--- src/rtl/hazard_forward_unit.sv ---
// hazard_forward_unit: shadow scoreboard of in-flight register writes beside
// the DOF stage. Forwards results onto the A/B operand buses, stalls the
// front end on a not-yet-ready operand, flushes IF/DOF on a taken branch,
// and keeps saturating stall/flush event counters.
module hazard_forward_unit #(
    parameter int unsigned DATA_W   = 32,
    parameter int unsigned ADDR_W   = 5,
    parameter int unsigned DEPTH    = 2,
    parameter int unsigned LOAD_LAT = 1,
    parameter int unsigned ZERO_REG = 1,
    parameter int unsigned CNT_W    = 16
) (
    input  logic                    clock,
    input  logic                    reset,
    input  logic                    dof_valid,
    input  logic [ADDR_W-1:0]       dof_aa,
    input  logic [ADDR_W-1:0]       dof_ba,
    input  logic                    dof_a_used,
    input  logic                    dof_b_used,
    input  logic                    dof_rw,
    input  logic [ADDR_W-1:0]       dof_da,
    input  logic [1:0]              dof_md,
    input  logic [DATA_W-1:0]       rf_a,
    input  logic [DATA_W-1:0]       rf_b,
    input  logic [DEPTH*DATA_W-1:0] stg_data,
    input  logic                    ex_branch_taken,
    output logic [DATA_W-1:0]       a_data,
    output logic [DATA_W-1:0]       b_data,
    output logic [3:0]              fwd_a_sel,
    output logic [3:0]              fwd_b_sel,
    output logic                    stall,
    output logic                    flush,
    output logic                    bubble,
    output logic [CNT_W-1:0]        stall_cnt,
    output logic [CNT_W-1:0]        flush_cnt
);

    // Scoreboard: entry 0 = EX, entry DEPTH-1 = write-back
    logic [DEPTH-1:0]  sb_v;
    logic [DEPTH-1:0]  sb_rw;
    logic [ADDR_W-1:0] sb_da [DEPTH];
    logic [1:0]        sb_md [DEPTH];

    logic a_src_ok;
    logic b_src_ok;
    logic a_found;
    logic b_found;
    logic haz_a;
    logic haz_b;

    // Register 0 is never a hazard or forward source when ZERO_REG is set
    assign a_src_ok = !((ZERO_REG != 0) && (dof_aa == '0));
    assign b_src_ok = !((ZERO_REG != 0) && (dof_ba == '0));

    // Source A: youngest matching entry wins; not-yet-ready entry raises a hazard
    always_comb begin
        fwd_a_sel = 4'd0;
        a_data    = rf_a;
        haz_a     = 1'b0;
        a_found   = 1'b0;
        if (dof_valid && dof_a_used && a_src_ok) begin
            for (int i = 0; i < int'(DEPTH); i++) begin
                if (!a_found && sb_v[i] && sb_rw[i] && (sb_da[i] == dof_aa)) begin
                    a_found = 1'b1;
                    if ((sb_md[i] == 2'd0) || (i >= int'(LOAD_LAT))) begin
                        fwd_a_sel = 4'(i + 1);
                        a_data    = stg_data[i*DATA_W +: DATA_W];
                    end else begin
                        haz_a = 1'b1;
                    end
                end
            end
        end
    end

    // Source B: same selection rules as source A
    always_comb begin
        fwd_b_sel = 4'd0;
        b_data    = rf_b;
        haz_b     = 1'b0;
        b_found   = 1'b0;
        if (dof_valid && dof_b_used && b_src_ok) begin
            for (int i = 0; i < int'(DEPTH); i++) begin
                if (!b_found && sb_v[i] && sb_rw[i] && (sb_da[i] == dof_ba)) begin
                    b_found = 1'b1;
                    if ((sb_md[i] == 2'd0) || (i >= int'(LOAD_LAT))) begin
                        fwd_b_sel = 4'(i + 1);
                        b_data    = stg_data[i*DATA_W +: DATA_W];
                    end else begin
                        haz_b = 1'b1;
                    end
                end
            end
        end
    end

    // Hazard control: a taken branch squashes the stalled instruction anyway
    always_comb begin
        stall  = (haz_a | haz_b) & ~ex_branch_taken;
        flush  = ex_branch_taken;
        bubble = stall | flush;
    end

    // Scoreboard shift; entry 0 takes the DOF instruction or a bubble
    always_ff @(posedge clock) begin
        if (reset) begin
            sb_v  <= '0;
            sb_rw <= '0;
            for (int i = 0; i < int'(DEPTH); i++) begin
                sb_da[i] <= '0;
                sb_md[i] <= 2'd0;
            end
        end else begin
            if (bubble) begin
                sb_v[0]  <= 1'b0;
                sb_rw[0] <= 1'b0;
                sb_da[0] <= '0;
                sb_md[0] <= 2'd0;
            end else begin
                sb_v[0]  <= dof_valid;
                sb_rw[0] <= dof_rw;
                sb_da[0] <= dof_da;
                sb_md[0] <= dof_md;
            end
            for (int i = 1; i < int'(DEPTH); i++) begin
                sb_v[i]  <= sb_v[i-1];
                sb_rw[i] <= sb_rw[i-1];
                sb_da[i] <= sb_da[i-1];
                sb_md[i] <= sb_md[i-1];
            end
        end
    end

    // Saturating event counters; reset wins over increment
    always_ff @(posedge clock) begin
        if (reset) begin
            stall_cnt <= '0;
            flush_cnt <= '0;
        end else begin
            if (stall && (stall_cnt != '1)) begin
                stall_cnt <= stall_cnt + CNT_W'(1);
            end
            if (flush && (flush_cnt != '1)) begin
                flush_cnt <= flush_cnt + CNT_W'(1);
            end
        end
    end

endmodule
--- config.mk ---
export PLATFORM = sky130hd
export DESIGN_NAME = hazard_forward_unit
export DESIGN_NICKNAME = d
export VERILOG_FILES = /design/src/rtl/hazard_forward_unit.sv
export SDC_FILE = /design/constraint.sdc
export NUM_CORES = 1
export LEC_CHECK = 0
export BUFFER_PORTS_ARGS = -buffer_cell sky130_fd_sc_hd__buf_2
export CORE_AREA = 4 4 133 97
export DETAILED_ROUTE_END_ITERATION = 16
export DIE_AREA = 0 0 137 101
export HOLD_SLACK_MARGIN = 0.02
export PLACE_DENSITY = 0.73
export REMOVE_ABC_BUFFERS = 1
export SYNTH_ARGS = -nofsm -noshare
export SYNTH_HDL_FRONTEND = slang
export SYNTH_SLANG_ARGS = --single-unit
--- constraint.sdc ---
create_clock -name clock -period 4.95 [get_ports clock]
set_input_delay 0.2475 -clock clock [delete_from_list [all_inputs] [get_ports clock]]
set_output_delay 0.2475 -clock clock [all_outputs]
set_load 0.02 [all_outputs]
==> metrics.yaml <==
netlist_area_before_placement_sq_um: 4580
filler_cell_count: 1155
switching_share: 0.309
dr.first_iter.drc_count: 387
first_pass_grt_wire_length_mm: 27.6
synth_sequential_area_ratio: 0.236
powerDensity_nw_per_um2: 170
worstSetupPathType: "reg2out"
worst-slew-pin-transition_ns: 1.24
min_period_over_period: 0.791
arrival_ns: 3.67
ctsLongestPathBuffers: 2
route.vias.total: 5680
whs_ns: 0.166
startpoint_of_the_worst_register_to_register_path: "sb_da[0][4]"
totalWireLength_mm: 18.3
grt_overflow: 0
worst_slew_margin_rel: 0.175
static-leakage-power_uw: 0.00260
timing.reg2reg.setup_slack_ns: 2.29
syn_inst: 596
core_area_sq_um: 11600
internal_power_uw: 709
number_of_hold_slack_violations_in_the_final_timing_report: 0
total_power_uw: 1030
holdPathEnd: "sb_rw[0]"
hp-class: "in2reg"
hpwl_mm: 14.2
setup_violations: 0
cts-resized-gates: 0
floorplan.die_area_sq_um: 13800
clk_latency_ns: 0.29
max_stage_delay_ns: 0.79
critical_path.reg2reg.endpoint: "stall_cnt[12]"
synthFlopType: "sky130_fd_sc_hd__dfxtp_1"
postSynthRegisterBits: 48
maxClockFrequency_mhz: 255
smallest_setup_slack_after_layout_ns: 1.04
post_synth_num_cell_types: 62
cts_root_buffer: "sky130_fd_sc_hd__clkbuf_16"
yosys_warning_count: 0
r2r.worst_path.cells: 6
slowest_stage: "sky130_fd_sc_hd__nand4_1"
number_of_enable_flip_flop_cells_after_synthesis: 12
combinationalPowerShare: 0.270
grt_antenna_before_repair: 2
wl_per_cell_um: 18.6
fp.dieH_um: 101
area_growth_pct: 31.7
cap_violations: 0
preCtsSetupSlack_ns: 1.44
finalNetCount: 979
grt_setup_unrepaired: "no"
fin_skew_ns: 0.00671
buffers_added_on_ports: 254
fp.dieW_um: 137
insertedDiodeCount: 0
synth_top_cell_by_area: "sky130_fd_sc_hd__dfxtp_1"
maximum_resistive_drop_on_vdd_v: 0.000109
detailedRoute.firstPassIterationCount: 6
clkSlewWorstSetupHoldPaths_ns: 0.07
grtUsageTotal: 0.246
post-cts-setup-buffer-count: 0
design.portCount: 259
numClockSinks: 48
timing.hold.worst.start: "dof_rw"
worst_setup_path_end_kind: "primary output"
floorplan.initialDensity: 0.396
outcome: "finished clean"
switchingPower_uw: 317
synth.avg_cell_area_sq_um: 7.68
critical_path.cell_chain: "xnor2_1 -> nand4_1 -> o211ai_2 -> buf_4 -> or2_1 -> o221a_2 -> buf_2"
cts_buffers: 5
grt_max_degree: 46
last_weighted_congestion_value_of_the_routability_driven_placer: 0.981
clockPowerShare: 0.318
drv_slew: 0
power.sequential.fraction: 0.412
synth_largest_type_area_fraction: 0.157
clock_tree_from_tritoncts: "built"
holdBufCountCts: 0
grt_pass1_vias: 5301
crit_family: "simple AND/OR/NAND/NOR gates"
detail-route-antenna-nets: 0
synth_area_leaders: "sky130_fd_sc_hd__dfxtp_1 (16%), sky130_fd_sc_hd__edfxtp_1 (7.9%), sky130_fd_sc_hd__a221o_1 (5.2%)"
post_drt_via_cell_ratio: 5.78
worstPathMaxFanout: 34
synthArstFlopShare: 0
remaining_drc_errors: 0
post_route_cells_drive_above_1_share: 0.372
timing.critical_path.from_type: "flop"
post-route-min-period_ns: 3.91
critPathBufInv: 2
hold-path-cell-count: 2
cts_htree_levels: 2
rows: 33
critPathRequiredTime_ns: 4.70
tns_ns: 0
## cells by family after synthesis
family | share of synthesized area
buffers and inverters | 0.0812
flip-flops | 0.236
adder cells (fa/ha/maj) | 0.00547
AND/OR/NAND/NOR | 0.301
multiplexers | 0.0109
other | 0.00164
XOR/XNOR | 0.0612
AO/OA/AOI/OAI | 0.302
## metal layers
| metal | global-route usage | share of wire | wire length (um) |
|---|---|---|---|
| met5 | 0 | 0.0013 | 23 |
| met4 | 0.0544 | 0.017 | 314 |
| met3 | 0.0654 | 0.11 | 1960 |
| met2 | 0.382 | 0.44 | 8100 |
| met1 | 0.343 | 0.43 | 7870 |
## sequential cells by signal (all words and copies together) (netlist names)
register	cells
flush_cnt	16
sb_da	10
sb_md	2
sb_rw	2
sb_v	2
stall_cnt	16
## through the flow
| step | area (sq um) | utilization | instances |
|---|---|---|---|
| floorplan | 4360 | - | 556 |
| global placement | 5890 | 0.510 | 975 |
| CTS | 6030 | 0.522 | 983 |
| detailed placement | 5890 | 0.510 | 975 |
| finish | 6030 | 0.522 | 983 |
| global route | 6030 | 0.522 | 983 |
## power groups by stage
stage | Sequential [uW] | Clock, uW | Combinational, uW
final | 422 | 326 | 277
after global placement | 431 | 0 | 270
after floorplan | 430 | 0 | 138
after global routing | 424 | 352 | 298
after detailed placement | 431 | 0 | 273
after CTS | 422 | 336 | 274
## area by class of cell
type | instances | area (sq um) | share of cell area
Timing Repair Buffer | 262 | 1330 | 0.221
Clock inverter | 3 | 13.8 | 0.00228
Sequential cell | 48 | 1080 | 0.179
Inverter | 26 | 97.6 | 0.0162
Clock buffer | 5 | 125 | 0.0208
Tap cell | 157 | 196 | 0.0326
Multi-Input combinational cell | 482 | 3180 | 0.528
## how the worst max path moves through the flow
stage                startpoint          to  slack [ns]  depth (start not counted)
global placement    sb_da[0][4]   b_data[1]        1.56                          7
CTS                 sb_da[0][4]  b_data[15]        1.12                          7
floorplan           sb_da[0][2]  b_data[10]        1.64                          5
detailed placement  sb_da[0][3]  b_data[24]        1.44                          7
global route        sb_da[0][4]  b_data[10]        0.71                          7
finish              sb_da[0][4]  b_data[20]        1.04                          7
## synthesized netlist by cell type (all sizes together), types with 17 or more instances
master,instances
a21oi,46
xor2,19
nand2,56
and3,17
and2,18
inv,26
clkbuf,25
o221a,19
or3,21
dfxtp,36
buf,29
a221o,24
nand3,26
nor2,42
nand4,26
## placed cells by master, fill, tap and decap left out, drive strengths merged, types with 21 or more instances in the layout
cell type / netlist / layout
buf: 29 / 262
a221o: 24 / 24
or3: 21 / 21
nor2: 42 / 42
inv: 26 / 26
dfxtp: 36 / 36
nand3: 26 / 26
nand2: 56 / 56
a21oi: 46 / 46
nand4: 26 / 26
No activity file was read; power rests on OpenSTA's default activity.
